## src/rtl/pc_fetch_ctrl.sv

```systemverilog
// Program counter and fetch-request controller for a single-ported instruction memory.
// Holds each request stable until accepted and defers stall/halt/redirect to the next accept.
module pc_fetch_ctrl #(
   parameter int          AWIDTH     = 6,
   parameter int unsigned RESET_ADDR = 0
) (
   input  logic              clk,
   input  logic              rst_n,
   input  logic              run,
   input  logic              stall,
   input  logic              redirect,
   input  logic [AWIDTH-1:0] redirect_addr,
   input  logic              halt,
   input  logic              imem_ready,
   output logic              imem_req,
   output logic [AWIDTH-1:0] imem_addr,
   output logic [AWIDTH-1:0] pc,
   output logic              fetch_done,
   output logic [AWIDTH-1:0] fetch_addr,
   output logic              wrap,
   output logic              halted,
   output logic [7:0]        fetch_count
);

   typedef enum logic [1:0] {
      IDLE  = 2'd0,
      FETCH = 2'd1,
      STALL = 2'd2,
      HALT  = 2'd3
   } state_t;

   state_t            state, state_nx;
   logic [AWIDTH-1:0] pc_nx;
   logic              pend_redir, pend_redir_nx;
   logic [AWIDTH-1:0] pend_addr, pend_addr_nx;
   logic              pend_halt, pend_halt_nx;
   logic              pend_stall, pend_stall_nx;
   logic              fetch_done_nx;
   logic [AWIDTH-1:0] fetch_addr_nx;
   logic              wrap_nx;
   logic [7:0]        fetch_count_nx;

   assign imem_req  = (state == FETCH);
   assign imem_addr = pc;
   assign halted    = (state == HALT);

   always_comb begin
      // NOTE: every signal gets a default before the case, so no path leaves one unassigned and no latch is inferred.
      state_nx       = state;
      pc_nx          = pc;
      pend_redir_nx  = pend_redir;
      pend_addr_nx   = pend_addr;
      pend_halt_nx   = pend_halt;
      pend_stall_nx  = pend_stall;
      fetch_done_nx  = 1'b0;
      fetch_addr_nx  = fetch_addr;
      wrap_nx        = 1'b0;
      fetch_count_nx = fetch_count;

      unique case (state)
         IDLE: begin
            if (halt)
               state_nx = HALT;
            else if (run)
               state_nx = FETCH;
         end

         FETCH: begin
            if (imem_ready) begin
               fetch_done_nx = 1'b1;
               fetch_addr_nx = pc;
               if (fetch_count != 8'hFF)
                  fetch_count_nx = fetch_count + 8'd1;

               // A redirect arriving on the accept cycle is newer than any pending one.
               if (redirect)
                  pc_nx = redirect_addr;
               else if (pend_redir)
                  pc_nx = pend_addr;
               else begin
                  pc_nx   = pc + 1'b1;
                  wrap_nx = (pc == '1);
               end

               pend_redir_nx = 1'b0;
               pend_halt_nx  = 1'b0;
               pend_stall_nx = 1'b0;

               if (halt || pend_halt)
                  state_nx = HALT;
               else if (stall || pend_stall)
                  state_nx = STALL;
            end else begin
               if (redirect) begin
                  pend_redir_nx = 1'b1;
                  pend_addr_nx  = redirect_addr;
               end
               if (halt)
                  pend_halt_nx = 1'b1;
               if (stall)
                  pend_stall_nx = 1'b1;
            end
         end

         STALL: begin
            if (halt)
               state_nx = HALT;
            else begin
               if (redirect)
                  pc_nx = redirect_addr;
               if (!stall)
                  state_nx = FETCH;
            end
         end

         HALT: ;

         default: state_nx = IDLE;
      endcase
   end

   always_ff @(posedge clk) begin
      // NOTE: state registers use non-blocking assignments so every flop samples pre-edge values.
      if (!rst_n) begin
         state       <= IDLE;
         pc          <= AWIDTH'(RESET_ADDR);
         pend_redir  <= 1'b0;
         pend_addr   <= '0;
         pend_halt   <= 1'b0;
         pend_stall  <= 1'b0;
         fetch_done  <= 1'b0;
         fetch_addr  <= '0;
         wrap        <= 1'b0;
         fetch_count <= 8'd0;
      end else begin
         state       <= state_nx;
         pc          <= pc_nx;
         pend_redir  <= pend_redir_nx;
         pend_addr   <= pend_addr_nx;
         pend_halt   <= pend_halt_nx;
         pend_stall  <= pend_stall_nx;
         fetch_done  <= fetch_done_nx;
         fetch_addr  <= fetch_addr_nx;
         wrap        <= wrap_nx;
         fetch_count <= fetch_count_nx;
      end
   end

endmodule

```

## config.mk

```make
export PLATFORM = sky130hd
export DESIGN_NAME = pc_fetch_ctrl
export DESIGN_NICKNAME = d
export VERILOG_FILES = /design/src/rtl/pc_fetch_ctrl.sv
export SDC_FILE = /design/constraint.sdc
export NUM_CORES = 1
export LEC_CHECK = 0
export BUFFER_PORTS_ARGS = -buffer_cell sky130_fd_sc_hd__buf_2
export CORE_MARGIN = 1.5
export CORE_UTILIZATION = 47
export DETAILED_ROUTE_END_ITERATION = 6
export MAX_ROUTING_LAYER = met4
export PLACE_DENSITY = 0.72
export SLEW_MARGIN = 20
export SYNTH_ARGS = -nofsm -noshare
export SYNTH_HDL_FRONTEND = slang
export SYNTH_SLANG_ARGS = --single-unit
export TNS_END_PERCENT = 30
```

## constraint.sdc

```tcl
create_clock -name clk -period 3.9 [get_ports clk]
set_input_delay 0 -clock clk [delete_from_list [all_inputs] [get_ports clk]]
set_output_delay 0 -clock clk [all_outputs]
set_load 0.1 [all_outputs]
```

=== Yosys cells after proc, flatten, opt, wreduce, memory -nomap -nowiden ===
Cells that the tools add are included.

* Register bits after elaboration: 33
* Latch bits: 0
* Bits in writable memories: 0
* ROM bits: 0
* Output and inout bits: 30
* Word-level logic and storage cells: 65
* Memories: 0

* Add/subtract/negate cells: 2
* Multipliers: 0
* Div/mod/pow operators: 0
* Magnitude comparators: 0
* Equality and inequality tests: 11
* Shifts and indexed selects: 0
* Muxes and demuxes: 21
* Bitwise gates (word level): 3
* Reductions and logical operators: 18

{| class="wikitable"
|+ Operator list
! operator !! count
|-
| 6-bit 2-to-1 mux || 5
|-
| 2-bit 2-to-1 mux || 7
|-
| 6-bit case mux with 2 select lines || 1
|-
| 2-bit AND reduction || 5
|-
| 8-bit by 1-bit adder with 8-bit output (second input constant) || 1
|-
| 8-bit inequality test (second input constant) || 1
|-
| 2-bit nonzero test || 4
|-
| 1-bit 2-to-1 mux || 7
|-
| 6-bit by 1-bit adder with 6-bit output (second input constant) || 1
|-
| 6-bit equality test (second input constant) || 1
|-
| 2-bit inequality test (second input constant) || 3
|-
| 3-bit inequality test (second input constant) || 2
|-
| 2-bit case mux with 3 select lines || 1
|-
| 3-bit AND reduction || 2
|-
| 5-bit AND reduction || 1
|-
| 5-bit OR reduction || 1
|-
| 2-bit equality test (second input constant) || 2
|-
| 4-bit AND reduction || 1
|-
| 3-bit by 1-bit inequality test with 1-bit output (second input constant) || 1
|-
| 1-bit inverter || 3
|-
| 3-bit nonzero test || 1
|-
| 2-bit by 1-bit equality test with 1-bit output (second input constant) || 1
|-
| 2-bit zero test || 1
|-
| 1-bit logical OR || 2
|}

=== Logic depth before layout (Yosys ltp) ===
Gate-level depths: netlist of run 1.

* Depth after elaboration: 5
* Depth in mapped cells: 6
* Gate-level depth less buffers: 5

=== Least setup slack after synthesis of run 1 ===
OpenSTA, ideal clock, no wires.

* Path kind: reg2reg
* From: reg pc[0], in the netlist imem_addr[0]
* To: reg pc[1], in the netlist imem_addr[1]
* Setup time: 0.115 ns
* Arrival: 2.074 ns
* Data required time: 3.785 ns
* Slack: 1.712 ns
* Cell stages (with the launch flop): 5
* Path buffers: 0
* Cells stage by stage: dfxtp_1 -> ha_1 -> mux2_2 -> o311a_1 -> o21a_1

* Cells in the longest elaborated chain, start to end: 5

{| class="wikitable"
|+ Ends and longest elaborated chain
! element !! RTL line !! text
|-
| start: declaration || 17 || <nowiki>output logic [AWIDTH-1:0] pc,</nowiki>
|-
| start signal: assignment || 126 || <nowiki>pc <= AWIDTH'(RESET_ADDR);</nowiki>
|-
| start signal: assignment || 137 || <nowiki>pc <= pc_nx;</nowiki>
|-
| 6-bit by 1-bit adder with 6-bit output || 81 || <nowiki>pc_nx = pc + 1'b1;</nowiki>
|-
| 6-bit 2-to-1 mux || 78 || <nowiki>else if (pend_redir)</nowiki>
|-
| 6-bit 2-to-1 mux || 76 || <nowiki>if (redirect)</nowiki>
|-
| 6-bit 2-to-1 mux || 69 || <nowiki>if (imem_ready) begin</nowiki>
|-
| 6-bit case mux with 2 select lines || 60 || <nowiki>unique case (state)</nowiki>
|}

Every way passes these cells. The select of a mux whose other input is x is not followed.
A chain may end at the register's enable or synchronous reset.

=== Worst setup path after layout of run 1 ===
* From: reg state[0]
* To: out imem_req

* Cells in the longest elaborated chain, start to end: 1

{| class="wikitable"
|+ Ends and longest elaborated chain
! element !! RTL line !! text
|-
| start: declaration || 32 || <nowiki>state_t state, state_nx;</nowiki>
|-
| start signal: assignment || 136 || <nowiki>state <= state_nx;</nowiki>
|-
| 2-bit by 1-bit equality test with 1-bit output || 43 || <nowiki>assign imem_req = (state == FETCH);</nowiki>
|-
| end: declaration || 15 || <nowiki>output logic imem_req,</nowiki>
|}

Every way passes these cells.

==> results of run 1 <==
state kept, by name, indices dropped and copies added, names as in the netlist:
name	cells
fetch_addr	6
fetch_count	8
fetch_done	1
imem_addr	6
pend_addr	6
pend_halt	1
pend_redir	1
pend_stall	1
state	2
wrap	1
cells in the mapped netlist (all sizes together), types with 3 or more instances:
cell / instances
dfxtp: 33
nand2: 29
nor2: 19
a21oi: 15
buf: 12
o21ai: 11
mux2i: 10
nand3: 6
a211oi: 5
nand2b: 5
clkbuf: 4
xnor2: 4
inv: 3
nor3: 3
o211ai: 3
routing by layer:
metal,up-vias,part of all wire,global-route usage
li1,759,-,-
met1,691,0.48,0.256
met2,41,0.47,0.331
met3,2,0.044,0.0482
met4,0,0.0052,0.0694
met5,-,0,-
worst max-delay path by stage:
stage	from	end	slack, ps	cells after the start
detailed placement	state[1]$_SDFFE_PN0P_	imem_addr[4]$_SDFFE_PN0P_	2300	4
finish	state[0]$_SDFFE_PN0P_	imem_req	2210	2
global route	state[1]$_SDFFE_PN0P_	imem_addr[4]$_SDFFE_PN0P_	2100	4
floorplan	imem_addr[0]$_SDFFE_PN0P_	imem_addr[1]$_SDFFE_PN0P_	1710	4
global placement	imem_addr[0]$_SDFFE_PN0P_	imem_addr[1]$_SDFFE_PN0P_	2340	4
CTS	state[0]$_SDFFE_PN0P_	imem_req	2210	2
worst max-delay path: cells and delay by family (launching register included):
kind / cells / cell delay, ps
buffers and inverters: 1 / 460
DFF: 1 / 610
and+or+nand+nor: 1 / 300
what timing repair did:
item | in CTS | in global routing
resized for setup | 0 | 0
hold endpoints to repair | 11 | 0
endpoints found under the setup margin | 0 | 0
setup buffers | 0 | 0
hold buffers | 10 | 0
logic make-up after synthesis:
family,share of synthesized area
AND/OR/NAND/NOR,0.263
adder cells (fa/ha/maj),0.0147
XOR/XNOR,0.0206
flip-flops,0.389
multiplexers,0.0655
AO/OA/AOI/OAI,0.175
buffers and inverters,0.0729
cell type report:
type / count / share of cell area
multi-input combinational: 139 / 0.445
sequential: 33 / 0.321
timing repair buffer: 52 / 0.151
clock inverter: 3 / 0.0316
tap: 46 / 0.0280
clock buffer: 5 / 0.0182
inverter: 3 / 0.00547
per-stage QoR:
step | cell area [um2] | instances | hold slack (ps)
after floorplan | 1700 | 191 | 139
after global placement | 1850 | 263 | 255
after detailed placement | 1850 | 263 | 262
after CTS | 2060 | 281 | 84.4
after global routing | 2060 | 281 | 79.7
final | 2060 | 281 | 96.8
power breakdown:
| group | leakage [nW] | internal [mW] | switching (mW) |
|---|---|---|---|
| clock network | 0.0552 | 0.199 | 0.117 |
| logic | 0.531 | 0.0546 | 0.170 |
| registers | 0.268 | 0.352 | 0.0257 |
| total | 0.854 | 0.605 | 0.312 |
==> out/qor_table.md, run 1 <==
| Quantity | Value | Unit |
|:---|:---|:---|
| RePlAce Congestion | 0.820 | - |
| Hold path endpoint | pend_redir$_SDFFE_PN0P_ | - |
| Avg WL per Cell | 13.0 | um |
| Full die area | 0.00398 | mm2 |
| Detailed Route WL | 3.67 | mm |
| Final net count | 249 | - |
| Final setup violation count | 0 | - |
| Power, Total | 0.917 | mW |
| Top-level I/O count | 43 | - |
| Arr. time, crit path | 1690 | ps |
| Warnings, synthesis | 0 | - |
| Seq. cell area | 661 | um2 |
| Initial antenna violation count | 0 | - |
| Status | complete, no violations | - |
| Reg-to-reg endpoint | imem_addr[1]$_SDFFE_PN0P_ | - |
| Cell-by-cell trace of the critical path | nor2b_4 > buf_2 | - |
| Combined area of the multi-input logic cells | 915 | um2 |
| Setup repair after global routing missed its margin | false | - |
| Commonest register cell after synthesis | sky130_fd_sc_hd__dfxtp_1 | - |
| Final sum of negative setup slack | 0 | ps |
| Ant. Diodes | 0 | - |
| Worst vdd rail ir drop | 0.000299 | V |
| Largest net degree at the start of global routing | 24 | - |
| Quantity of I/O buffers inserted on ports | 42 | - |
| Beginning of the worst register-to-register path | imem_addr[1]$_SDFFE_PN0P_ | - |
| Count of endpoints failing hold in the final timing report | 0 | - |
| Clock Latency Late Sink | 330 | ps |
| Register area share after synthesis | 0.389 | - |
| Most common library cell in the layout ignoring fill and taps | sky130_fd_sc_hd__buf_2 | - |
| Area of the mapped netlist | 0.00170 | mm2 |
| Total congestion overflow after global routing | 0 | - |
| Post-detailed-route count of antenna-violating nets | 0 | - |
| Drc violations | 0 | - |
| Final clock period utilization by the worst path | 0.435 | - |
| Maximum clock path buffer count | 2 | - |
| Cell taking the most area after synthesis | sky130_fd_sc_hd__dfxtp_1 | - |
| Critical path's largest stage delay | 610 | ps |
| Top library cells by usage in the layout, fill and taps aside | 42 x sky130_fd_sc_hd__buf_2, 33 x sky130_fd_sc_hd__dfxtp_1, 29 x sky130_fd_sc_hd__nand2_1 | - |
| Die boundary width | 63.1 | um |
| Layout overhead on the synthesized area | 21.1 | % |
| Max Fanout on Critical Path | 10 | - |
| Synthesized instance count | 191 | - |
| Worst setup skew after layout | 12.9 | ps |
| Initial detailed-routing violation count | 110 | - |
| Kind of start point of the critical path | register | - |
| Master of the slowest instance on the critical path | sky130_fd_sc_hd__dfxtp_1 | - |
| Die span in y | 63.1 | um |
| Distinct cell type count after synthesis | 45 | - |
| Starting density of the core | 0.501 | - |
| Clock sinks | 33 | - |
| Setup slack of the most critical reg-to-reg path | 2310 | ps |
| Required time at the worst-slack endpoint | 3900 | ps |
| Detailed placement HPWL | 2.53 | mm |
| GR Util All Layers | 0.206 | - |
| Category of the worst setup path capture point | output port | - |
| Hold path depth | 3 | - |
| Count of state elements after synthesis | 33 | - |
| Most area-consuming cells after synthesis | sky130_fd_sc_hd__dfxtp_1 39%, sky130_fd_sc_hd__nand2_1 6.4%, sky130_fd_sc_hd__mux2i_1 5.9%, sky130_fd_sc_hd__a21oi_1 4.4%, sky130_fd_sc_hd__nor2_1 3.5% | - |
| Syn_area_per_cell | 8.90 | um2 |
| Top cell type's share of synthesized area | 0.389 | - |
| Layout cells sized above 1 | 0.272 | - |
| Min-delay worst type | input pin to register | - |
| Drt via density | 5.31 | - |
| Leakage component of the power | 0.854 | nW |
| Critical path type | register to output port | - |
| Post-CTS clock slew at the launch and capture registers of the worst setup and hold paths | 100 | ps |
| First-pass GRT wire length | 6.40 | mm |
| Worst setup slack after layout | 2210 | ps |
| Post-Syn Nets | 206 | - |
| Max-cap check violation count | 0 | - |
| Cell depth of the worst flop-to-flop path | 4 | - |
| Row count | 21 | - |
| CTS tree | done | - |
| Number of synthesized flops with an enable pin | 0 | - |
| Final number of max-transition violations | 0 | - |
| Pwr Density | 446 | mW/mm2 |
| Clock period minus final worst setup slack | 1690 | ps |
| Clock root buffer | sky130_fd_sc_hd__clkbuf_4 | - |
| H-tree depth | 2 | - |
| Worst-case headroom to the max-slew limit | 0.481 | - |
| Async set-or-reset flop fraction in the synthesized netlist | 0 | - |
| Number of buffers inserted during clock tree synthesis | 5 | - |
| Hold wc startpoint | redirect | - |
| Via count of the first global-routing pass | 1395 | - |
| Area of the placeable core | 0.00339 | mm2 |
| Worst slew pin tran | 778 | ps |
| Detailed-routing iteration count for the pre-antenna-repair pass | 4 | - |
| Fmax achieved | 590 | MHz |
| Vias | 1493 | - |
| Fillers | 306 | - |
| Minimum setup slack after placement | 2300 | ps |
| Finished Core Util | 0.607 | - |
Note: power is estimated with default switching activity, not from simulation.
==> run 2, diff against run 1 <==
PLACE_DENSITY = 0.75   (was 0.72)
clock period = 1.4 ns   (was 3.9 ns; I/O delays follow)
==> run 2 against run 1 <==
Net effect: non-clock buffer count is 15 higher; cell area is 8.9% higher; register-to-register slack worse by 2300 ps; combinational power grew to 3.2 times the previous value; worst hold slack worse by 38 ps; wire length is 4.4% higher; core utilization is 5.4 points higher; clock-buffer cell count is 1 higher; sequential power grew to 2.7 times the previous value; clock skew is 3.1 ps higher; critical endpoint is now imem_addr[1]$_SDFFE_PN0P_.
==> out/qor_table.md, run 2 (same netlist as run 1, synthesis figures left out) <==
| Quantity | Value | Unit | vs previous |
|:---|:---|:---|:---|
| Initial detailed-routing violation count | 107 | - | -2.7% |
| Avg WL per Cell | 12.9 | um | -0.90% |
| Clock period minus final worst setup slack | 1390 | ps |  |
| Detailed placement HPWL | 2.77 | mm | +9.3% |
| Drc violations | 0 | - | unchanged |
| Fraction of power consumed by combinational cells | 0.317 | - | +0.072 |
| Largest delay share family, worst path | compound AO/OA/AOI/OAI gates | - |  |
| Final setup violation count | 0 | - | unchanged |
| Row count | 21 | - | unchanged |
| Critical path type | register to register | - |  |
| Setup repair after global routing missed its margin | true | - |  |
| RePlAce Congestion | 0.823 | - | +0.38% |
| Final net count | 264 | - | +6.0% |
| Worst-case headroom to the max-slew limit | 0.594 | - | +0.114 |
| Area of the placeable core | 0.00339 | mm2 | unchanged |
| Fmax achieved | 720 | MHz |  |
| Initial antenna violation count | 0 | - | unchanged |
| Total congestion overflow after global routing | 0 | - | unchanged |
| Clock sinks | 33 | - | unchanged |
| Layout overhead on the synthesized area | 31.8 | % |  |
| Combined area of the multi-input logic cells | 961 | um2 | +5.1% |
| Post-CTS clock slew at the launch and capture registers of the worst setup and hold paths | 100 | ps | about the same |
| Drt via density | 5.22 | - | -1.8% |
| Status | complete, no violations | - |  |
| Min-delay worst type | input pin to register | - |  |
| Final hold slack | 58.9 | ps | -37.9 ps |
| Part of the power in the clock network | 0.227 | - | -0.117 |
| Worst vdd rail ir drop | 0.000731 | V | +140% |
| Full die area | 0.00398 | mm2 | unchanged |
| Ant. Diodes | 0 | - | unchanged |
| Seq. cell area | 707 | um2 | +7.0% |
| Final sum of negative setup slack | 0 | ps | unchanged |
| Final number of max-transition violations | 0 | - | unchanged |
| Vias | 1544 | - | +3.4% |
| Critical path buffers and inverters | 0 | - | -1 |
| Sequential share of power | 0.455 | - | +0.043 |
| Quantity of I/O buffers inserted on ports | 42 | - | unchanged |
| Pwr Density | 1000 | mW/mm2 | +130% |
| CTS tree | done | - |  |
| GR Util All Layers | 0.215 | - | +0.00858 |
| Maximum clock path buffer count | 2 | - | unchanged |
| Area of placed instances | 0.00206 | mm2 | +11% |
| Worst slew pin tran | 608 | ps | -170 ps |
| Most common library cell in the layout ignoring fill and taps | sky130_fd_sc_hd__buf_2 | - |  |
| Via count of the first global-routing pass | 1446 | - | +3.7% |
| Max-cap check violation count | 0 | - | unchanged |
| Top-level I/O count | 43 | - | unchanged |
| Largest register FFs | 8 | - | unchanged |
| Starting density of the core | 0.501 | - | unchanged |
| Biggest register | fetch_count | - |  |
| Number of buffers inserted during clock tree synthesis | 5 | - | unchanged |
| Arr. time, crit path | 1630 | ps | -60 ps |
| Max Fanout on Critical Path | 2 | - | -8 |
| Fillers | 289 | - | -5.6% |
| Leakage component of the power | 0.932 | nW | +9.2% |
| H-tree depth | 2 | - | unchanged |
| Detailed Route WL | 3.83 | mm | +4.4% |
| Critical path's largest stage delay | 370 | ps | -240 ps |
| Count of endpoints failing hold in the final timing report | 0 | - | unchanged |
| Post-detailed-route count of antenna-violating nets | 0 | - | unchanged |
| Power dissipated by switching net loads | 0.878 | mW | +180% |
| First-pass GRT wire length | 6.56 | mm | +2.5% |
| Largest net degree at the start of global routing | 19 | - | -21% |
| Category of the worst setup path capture point | register | - |  |
| Die boundary width | 63.1 | um | unchanged |
| Clock Latency Late Sink | 340 | ps | about the same |
| Top library cells by usage in the layout, fill and taps aside | 40 x sky130_fd_sc_hd__buf_2, 28 x sky130_fd_sc_hd__nand2_1, 18 x sky130_fd_sc_hd__dfxtp_1 | - |  |
| Worst setup skew after layout | 16.0 | ps | +3.05 ps |
| Master of the slowest instance on the critical path | sky130_fd_sc_hd__dfxtp_4 | - |  |
| Share of total power consumed by net switching | 0.391 | - | +0.0502 |
| Detailed-routing iteration count for the pre-antenna-repair pass | 4 | - | unchanged |
| Layout cells sized above 1 | 0.392 | - | +0.120 |
| Required time at the worst-slack endpoint | 1650 | ps | -2250 ps |
| Final clock period utilization by the worst path | 0.992 | - |  |
| Power, Total | 2.25 | mW | +150% |
| Cell-by-cell trace of the critical path | ha_4 > mux2_2 > o311a_1 > o21a_1 | - |  |
| Kind of start point of the critical path | register | - |  |
| Clock root buffer | sky130_fd_sc_hd__clkbuf_4 | - |  |
| Final instance area | 0.00224 | mm2 | +8.9% |
| Die span in y | 63.1 | um | unchanged |
| Internal power contribution | 1.37 | mW | +130% |
[run 2: cell count changes in the layout (fill, tap and decap cells not counted), moves of 4 or more]
cell and delta:
sky130_fd_sc_hd__buf_4 +16, sky130_fd_sc_hd__dfxtp_2 +4, sky130_fd_sc_hd__dfxtp_4 +11, sky130_fd_sc_hd__dfxtp_1 -15
[run 2: area by class of cell]
cell class / instances / share of cell area
sequential: 33 / 0.316
tap: 46 / 0.0257
clock buffer: 6 / 0.0184
multi-input combinational: 139 / 0.429
inverter: 3 / 0.00503
timing repair buffer: 67 / 0.201
clock inverter: 2 / 0.00503
[run 2: metrics by stage]
stage,utilization,instances,setup WS (ps)
after floorplan,-,191,-366
after global placement,0.608,275,43.5
after detailed placement,0.608,275,13.8
after CTS,0.659,296,-1.51
after global routing,0.661,296,-39.9
final,0.661,296,11.0
[run 2: layer usage]
layer	routed length, um	vias up	track usage
li1	-	787	-
met1	1830	703	0.268
met2	1760	49	0.343
met3	208	5	0.0696
met4	29	0	0.0417
met5	0	-	-
[run 2: final timing paths]
kind	from	endpoint	slack, ps	depth (start not counted)
max	imem_addr[0]$_SDFFE_PN0P_	imem_addr[1]$_SDFFE_PN0P_	10	4
min	rst_n	imem_addr[1]$_SDFFE_PN0P_	60	3
max reg2reg	imem_addr[0]$_SDFFE_PN0P_	imem_addr[1]$_SDFFE_PN0P_	10	4
min reg2reg	fetch_addr[1]$_SDFFE_PN0P_	fetch_addr[1]$_SDFFE_PN0P_	450	2
[run 2: timing repair]
| item | CTS | global route |
|---|---|---|
| pin swaps | 3 | 1 |
| hold buffers | 9 | 0 |
| setup buffers | 4 | 0 |
| endpoints found under the hold margin | 12 | 0 |
| gates resized for setup | 0 | 4 |
| setup endpoints to repair | 1 | 19 |
[run 2: worst register-to-register path: stages, from the launching register on]
cell and delay, ps:
sky130_fd_sc_hd__dfxtp_4 370, sky130_fd_sc_hd__ha_4 230, sky130_fd_sc_hd__mux2_2 250, sky130_fd_sc_hd__o311a_1 290, sky130_fd_sc_hd__o21a_1 160
[run 2: power groups by stage]
| stage | Clock (mW) | Sequential [mW] | Combinational, mW |
|---|---|---|---|
| after global routing | 0.580 | 1.03 | 0.753 |
| after floorplan | 0 | 1.21 | 0.390 |
| final | 0.511 | 1.02 | 0.714 |
| after global placement | 0 | 1.04 | 0.680 |
| after CTS | 0.532 | 1.02 | 0.714 |
| after detailed placement | 0 | 1.05 | 0.686 |
